### src/rtl/wb_16to8_sequencer.sv
// wb_16to8_sequencer: bridges a 16-bit Wishbone classic master onto an 8-bit
// Wishbone slave bus. Each 16-bit access becomes one or two byte cycles
// (low lane first) under a single held s_cyc_o. Read bytes are assembled
// and a single m_ack_o/m_err_o pulse is returned.
// Optional build macro WB_SEQ_TIMEOUT_EN adds a per-byte watchdog that turns
// a silent slave into an m_err_o after TIMEOUT_CYCLES cycles.
module wb_16to8_sequencer #(
  parameter int AW             = 16,
  parameter int MAX_RETRY      = 3,
  parameter int TIMEOUT_CYCLES = 255
) (
  input  logic          clk,
  input  logic          rst_n,
  // 16-bit master side
  input  logic [AW-1:0] m_adr_i,
  input  logic [15:0]   m_dat_w_i,
  output logic [15:0]   m_dat_r_o,
  input  logic [1:0]    m_sel_i,
  input  logic          m_we_i,
  input  logic          m_cyc_i,
  input  logic          m_stb_i,
  output logic          m_ack_o,
  output logic          m_err_o,
  // 8-bit slave side
  output logic [AW-1:0] s_adr_o,
  output logic [7:0]    s_dat_w_o,
  input  logic [7:0]    s_dat_r_i,
  output logic          s_we_o,
  output logic          s_cyc_o,
  output logic          s_stb_o,
  input  logic          s_ack_i,
  input  logic          s_err_i,
  input  logic          s_rty_i
);

  localparam logic [1:0] ST_IDLE = 2'd0;
  localparam logic [1:0] ST_LO   = 2'd1;
  localparam logic [1:0] ST_HI   = 2'd2;
  localparam logic [1:0] ST_RESP = 2'd3;

  // Extra headroom bit so the counter can hold MAX_RETRY even when it is 0.
  localparam int RW = $clog2(MAX_RETRY + 2);

  logic [1:0]    state_q, state_d;
  logic [AW-2:0] adr_q, adr_d;      // word address, bit 0 supplied per lane
  logic          we_q, we_d;
  logic [1:0]    sel_q, sel_d;
  logic [15:0]   wdat_q, wdat_d;
  logic [15:0]   rbuf_q, rbuf_d;
  logic [RW-1:0] rty_q, rty_d;
  logic          err_q, err_d;

  logic          s_cyc_q, s_cyc_d;
  logic          s_stb_q, s_stb_d;
  logic          s_we_q, s_we_d;
  logic [AW-1:0] s_adr_q, s_adr_d;
  logic [7:0]    s_dat_w_q, s_dat_w_d;
  logic          m_ack_q, m_ack_d;
  logic          m_err_q, m_err_d;
  logic [15:0]   m_dat_r_q, m_dat_r_d;

  logic          to_resp;

`ifdef WB_SEQ_TIMEOUT_EN
  localparam int TW = $clog2(TIMEOUT_CYCLES + 1);
  logic [TW-1:0] to_q, to_d;
  logic          unused_ok;
  assign unused_ok = m_adr_i[0];
`else
  // Address bit 0 is replaced by the lane bit; the watchdog limit has no
  // meaning without the watchdog.
  logic unused_ok;
  assign unused_ok = m_adr_i[0] ^ (TIMEOUT_CYCLES < 0);
`endif

  // Next-state and next-output computation for the byte sequencer.
  always_comb begin
    state_d   = state_q;
    adr_d     = adr_q;
    we_d      = we_q;
    sel_d     = sel_q;
    wdat_d    = wdat_q;
    rbuf_d    = rbuf_q;
    rty_d     = rty_q;
    err_d     = err_q;
    s_cyc_d   = s_cyc_q;
    s_stb_d   = s_stb_q;
    s_we_d    = s_we_q;
    s_adr_d   = s_adr_q;
    s_dat_w_d = s_dat_w_q;
    m_ack_d   = 1'b0;
    m_err_d   = 1'b0;
    m_dat_r_d = m_dat_r_q;
    to_resp   = 1'b0;
`ifdef WB_SEQ_TIMEOUT_EN
    to_d      = to_q;
`endif

    case (state_q)
      ST_IDLE: begin
        if (m_cyc_i && m_stb_i) begin
          adr_d  = m_adr_i[AW-1:1];
          we_d   = m_we_i;
          sel_d  = m_sel_i;
          wdat_d = m_dat_w_i;
          rbuf_d = 16'h0000;
          rty_d  = '0;
          err_d  = 1'b0;
`ifdef WB_SEQ_TIMEOUT_EN
          to_d   = '0;
`endif
          if (m_sel_i[0]) begin
            state_d   = ST_LO;
            s_cyc_d   = 1'b1;
            s_stb_d   = 1'b1;
            s_we_d    = m_we_i;
            s_adr_d   = {m_adr_i[AW-1:1], 1'b0};
            s_dat_w_d = m_dat_w_i[7:0];
          end else if (m_sel_i[1]) begin
            state_d   = ST_HI;
            s_cyc_d   = 1'b1;
            s_stb_d   = 1'b1;
            s_we_d    = m_we_i;
            s_adr_d   = {m_adr_i[AW-1:1], 1'b1};
            s_dat_w_d = m_dat_w_i[15:8];
          end else begin
            // No lanes selected: answer without touching the slave bus.
            to_resp = 1'b1;
          end
        end
      end

      ST_LO, ST_HI: begin
        if (!m_cyc_i) begin
          // Master abort: release the slave bus silently.
          state_d = ST_IDLE;
          s_cyc_d = 1'b0;
          s_stb_d = 1'b0;
          s_we_d  = 1'b0;
        end else if (s_err_i) begin
          // err beats a simultaneous ack; remaining byte is skipped.
          err_d   = 1'b1;
          to_resp = 1'b1;
        end else if (s_ack_i) begin
          // ack beats a simultaneous rty.
          rty_d = '0;
          if (!we_q) begin
            if (state_q == ST_LO) begin
              rbuf_d[7:0] = s_dat_r_i;
            end else begin
              rbuf_d[15:8] = s_dat_r_i;
            end
          end
          if ((state_q == ST_LO) && sel_q[1]) begin
            // s_stb stays high; only the lane address/data move.
            state_d   = ST_HI;
            s_adr_d   = {adr_q, 1'b1};
            s_dat_w_d = wdat_q[15:8];
`ifdef WB_SEQ_TIMEOUT_EN
            to_d      = '0;
`endif
          end else begin
            to_resp = 1'b1;
          end
        end else if (s_rty_i) begin
          if (rty_q == RW'(MAX_RETRY)) begin
            err_d   = 1'b1;
            to_resp = 1'b1;
          end else begin
            rty_d = rty_q + RW'(1);
`ifdef WB_SEQ_TIMEOUT_EN
            to_d  = '0;
`endif
          end
        end
`ifdef WB_SEQ_TIMEOUT_EN
        else if (to_q == TW'(TIMEOUT_CYCLES - 1)) begin
          err_d   = 1'b1;
          to_resp = 1'b1;
        end else begin
          to_d = to_q + TW'(1);
        end
`endif
      end

      default: begin
        // ST_RESP: the response pulse is already on the outputs.
        state_d = ST_IDLE;
      end
    endcase

    if (to_resp) begin
      state_d   = ST_RESP;
      s_cyc_d   = 1'b0;
      s_stb_d   = 1'b0;
      s_we_d    = 1'b0;
      m_ack_d   = ~err_d;
      m_err_d   = err_d;
      m_dat_r_d = rbuf_d;
    end
  end

  // State and registered outputs; reset drops the slave cycle immediately.
  always_ff @(posedge clk or negedge rst_n) begin
    if (!rst_n) begin
      state_q   <= ST_IDLE;
      adr_q     <= '0;
      we_q      <= 1'b0;
      sel_q     <= 2'b00;
      wdat_q    <= 16'h0000;
      rbuf_q    <= 16'h0000;
      rty_q     <= '0;
      err_q     <= 1'b0;
      s_cyc_q   <= 1'b0;
      s_stb_q   <= 1'b0;
      s_we_q    <= 1'b0;
      s_adr_q   <= '0;
      s_dat_w_q <= 8'h00;
      m_ack_q   <= 1'b0;
      m_err_q   <= 1'b0;
      m_dat_r_q <= 16'h0000;
    end else begin
      state_q   <= state_d;
      adr_q     <= adr_d;
      we_q      <= we_d;
      sel_q     <= sel_d;
      wdat_q    <= wdat_d;
      rbuf_q    <= rbuf_d;
      rty_q     <= rty_d;
      err_q     <= err_d;
      s_cyc_q   <= s_cyc_d;
      s_stb_q   <= s_stb_d;
      s_we_q    <= s_we_d;
      s_adr_q   <= s_adr_d;
      s_dat_w_q <= s_dat_w_d;
      m_ack_q   <= m_ack_d;
      m_err_q   <= m_err_d;
      m_dat_r_q <= m_dat_r_d;
    end
  end

`ifdef WB_SEQ_TIMEOUT_EN
  // Per-byte watchdog counter.
  always_ff @(posedge clk or negedge rst_n) begin
    if (!rst_n) begin
      to_q <= '0;
    end else begin
      to_q <= to_d;
    end
  end
`endif

  assign s_cyc_o   = s_cyc_q;
  assign s_stb_o   = s_stb_q;
  assign s_we_o    = s_we_q;
  assign s_adr_o   = s_adr_q;
  assign s_dat_w_o = s_dat_w_q;
  assign m_ack_o   = m_ack_q;
  assign m_err_o   = m_err_q;
  assign m_dat_r_o = m_dat_r_q;

endmodule
### config.mk
export PLATFORM = sky130hd
export DESIGN_NAME = wb_16to8_sequencer
export DESIGN_NICKNAME = d
export VERILOG_FILES = /design/src/rtl/wb_16to8_sequencer.sv
export SDC_FILE = /design/constraint.sdc
export NUM_CORES = 1
export LEC_CHECK = 0
export CAP_MARGIN = 20
export CORE_UTILIZATION = 25
export DETAILED_ROUTE_END_ITERATION = 12
export PLACE_DENSITY_LB_ADDON = 0.08
export SETUP_SLACK_MARGIN = 0.15
export SYNTH_ARGS = -nofsm -noshare
export SYNTH_HDL_FRONTEND = slang
export SYNTH_SLANG_ARGS = --single-unit
export TNS_END_PERCENT = 1
### constraint.sdc
create_clock -name clk -period 2.25 [get_ports clk]
set_clock_uncertainty 0.05 [all_clocks]
set_input_delay 0.3375 -clock clk [delete_from_list [all_inputs] [get_ports clk]]
set_output_delay 0.3375 -clock clk [all_outputs]
set_load 0.005 [all_outputs]
==> flow_metrics.py <==
metrics = {
    "global_routing": {
        "grt_usage_pct": 12.0,
        "grt_pass1_vias": 2864,
        "globalRouteOverflowTotal": 0,
        "grt_pass1_wl_um": 16100,
        "antenna_found_initial": 0,
        "grt_max_degree": 44,
    },
    "synth": {
        "syn_inst": 295,
        "yosys.cell_types.count": 43,
        "yosysWarnings": 0,
        "ys.flop_type": "dfrtp_1",
        "synth-edff-count": 0,
        "postSynthAreaPerCell_um2": 14.4,
        "syn_area_mm2": 0.00424,
        "ys_ff_latch": 91,
        "async_reset_ff_share_pct": 100,
        "synth_fp_nets": 350,
        "seq_area_frac_synth_pct": 53.7,
    },
    "routing": {
        "wl_per_cell_um": 15.8,
        "postRouteAntennaNets": 0,
        "wl_um": 9960,
        "dr.first_iter.drc_count": 89,
        "first_pass_iters": 4,
        "vias_per_cell": 4.21,
        "num_vias": 2661,
        "remaining_drc_errors": 0,
    },
    "sta": {
        "max_freq_ghz": 0.494,
        "tightest_slew_ps": 630,
        "tns_ps": 0,
        "rsz0062_at_grt": "true",
        "final_max_slew_viol_count": 0,
        "period_minus_slack_ps": 2030,
        "setup_viol": 0,
        "setup_ws_ps": 225,
        "finalHoldViolations": 0,
        "finalCritPeriodShare_pct": 90.0,
        "slew_headroom_pct": 58.0,
    },
    "pwr": {
        "ir_worst_vdd_uv": 565,
        "p_seq_share_pct": 32.1,
        "swShare_pct": 31.7,
        "combPwrFrac_pct": 50.8,
        "power_density_mw_per_mm2": 1410,
        "p_sw_uw": 2620,
        "p_clk_share_pct": 17.1,
        "power_leakage_uw": 0.00261,
        "internal_power_uw": 5630,
    },
    "finish": {
        "fin_nets": 461,
        "final_cells": 632,
        "syn_to_final_growth_pct": 38.2,
        "stdcell_area_mm2": 0.00586,
        "drive_above_1_share_pct": 33.6,
    },
    "floorplanning": {
        "rows": 47,
        "die_h_um": 132,
        "start_util_pct": 25.6,
        "num_io_pins": 95,
        "die_w_um": 132,
        "dieArea_mm2": 0.0175,
        "coreArea_mm2": 0.0166,
    },
    "clock_tree": {
        "numCtsBuffers": 9,
        "cts_root_buffer": "clkbuf_16",
        "clk_pin_slew_ps": 60,
        "cts_tree": "yes",
        "insertion_delay_ps": 340,
        "cts.sinks": 91,
        "cts.path.max_buffers": 2,
        "htree_num_levels": 3,
    },
    "setup_path": {
        "cp.arrival_ps": 2200,
        "critical_path.max_fanout": 9,
        "crit_type": "flip-flop to flip-flop",
        "critPathRequiredTime_ps": 2420,
        "start_kind": "flip-flop",
        "cp-end-kind": "flip-flop",
    },
    "run": {
        "drv_cap": 0,
    },
    "placed_design": {
        "place_hpwl_um": 6530,
        "io_buffers": 93,
        "place_inst": 611,
        "gp_congestion": 0.692,
        "dp_slack_ps": -30.4,
        "place_area_mm2": 0.00551,
    },
    "status": {
        "status": "finished, final reports clean",
    },
    "min_path": {
        "min_path_type": "flip-flop to flip-flop",
    },
}
## cells in the mapped netlist (2+ instances only)
master / instances / share of area (%)
o21ai_0: 11 / 1.3
mux2_4: 34 / 12
a21o_1: 2 / 0.35
nor2b_1: 2 / 0.30
dfrtp_1: 91 / 54
ha_1: 5 / 1.5
buf_4: 2 / 0.35
nand3_1: 3 / 0.35
and2_1: 2 / 0.30
nor2_1: 8 / 0.71
buf_2: 6 / 0.71
nand2_1: 11 / 0.97
buf_6: 8 / 2.1
nand2b_1: 2 / 0.30
a22o_1: 16 / 3.3
inv_1: 8 / 0.71
mux2i_1: 8 / 1.9
mux2_2: 49 / 13
a21oi_1: 3 / 0.35
## metal layers
metal	vias to the layer above	global-route usage [%]	wire, um
met5	-	0	0
met2	62	19.2	4640
met3	7	5.27	669
met4	0	2.87	94
met1	1305	14.9	4550
li1	1287	-	-
## state kept, by name, indices dropped and copies added (netlist names), 2 cells and up
name       cells
rty_q          3
state_q        2
m_dat_r_o     16
adr_q         15
rbuf_q        16
s_dat_w_o      8
s_adr_o       16
wdat_q         8
## final timing paths
path	from	end	slack (ps)	depth (start not counted)
max in group asynchronous	rst_n	wdat_q[8]	1030	3
min in group asynchronous	rst_n	s_we_o	500	2
worst max-delay path	state_q[0]	m_dat_r_o[0]	220	7
worst max register to register	state_q[0]	m_dat_r_o[0]	220	7
worst min-delay path	rbuf_q[13]	rbuf_q[13]	450	1
worst min register to register	rbuf_q[13]	rbuf_q[13]	450	1
## power groups by stage
stage	combinational, uW	clock [uW]	sequential (uW)
finish	4190	1410	2650
global route	4550	1560	2740
CTS	4160	1480	2660
detailed placement	4140	0	2680
global placement	4110	0	2670
floorplan	2680	0	2640
## layout by cell type (no fill, tap or decap), types with 3 or more instances in the layout
cell | synthesis | final
clkdlybuf4s50_1 | 0 | 92
dfrtp_1 | 91 | 91
mux2_2 | 49 | 49
mux2_4 | 34 | 34
buf_4 | 2 | 19
a22o_1 | 16 | 16
nand2_1 | 11 | 11
o21ai_0 | 11 | 11
clkbuf_16 | 0 | 10
mux2i_1 | 8 | 8
nor2_1 | 8 | 8
inv_1 | 8 | 7
clkinv_2 | 0 | 4
buf_12 | 0 | 4
nand3_1 | 3 | 3
a21oi_1 | 3 | 3
## kinds of logic (layout without fill, tap and decap cells)
| family | count (synthesis) | count (layout) | share of synthesized area (%) |
|---|---|---|---|
| AOI/OAI and AO/OA | 45 | 45 | 8.50 |
| and+or+nand+nor | 37 | 37 | 4.87 |
| other | 0 | 1 | 0 |
| muxes | 92 | 92 | 27.5 |
| DFF | 91 | 91 | 53.7 |
| adders and majority gates | 5 | 5 | 1.48 |
| buffers and inverters | 25 | 141 | 3.98 |
## critical path, cell delays in order, from the launching register on
cell	delay, ps
dfrtp_1	400
inv_1	120
ha_4	170
and4bb_2	260
o211ai_1	150
nor2_4	240
buf_12	170
mux2_2	340
## per-stage QoR
step	hold slack (ps)	power (uW)	utilization (%)
after floorplan	-8.09	5320	-
after global placement	361	6780	33.2
after detailed placement	351	6820	33.2
after CTS	449	8300	34.9
after global routing	463	8850	35.3
final	451	8250	35.3
## what timing repair did
action / in CTS / in global routing
hold endpoints to repair: 41 / 0
pin swaps: 0 / 3
gates cloned: 0 / 1
gates resized for setup: 1 / 7
hold buffers: 1 / 0
buffers inserted: 0 / 2
endpoints found under the setup margin: 4 / 36
## area by class of cell
cell class | count | area (um^2)
clock buffers | 11 | 243
repair buffers | 117 | 1180
multi-input cells | 179 | 1830
diodes | 1 | 2.50
inverters | 8 | 30.0
flip-flops and latches | 91 | 2280
well taps | 220 | 275
clock inverters | 5 | 28.8
fillers | 1662 | 10700
Power figures use the tool's default switching activity.
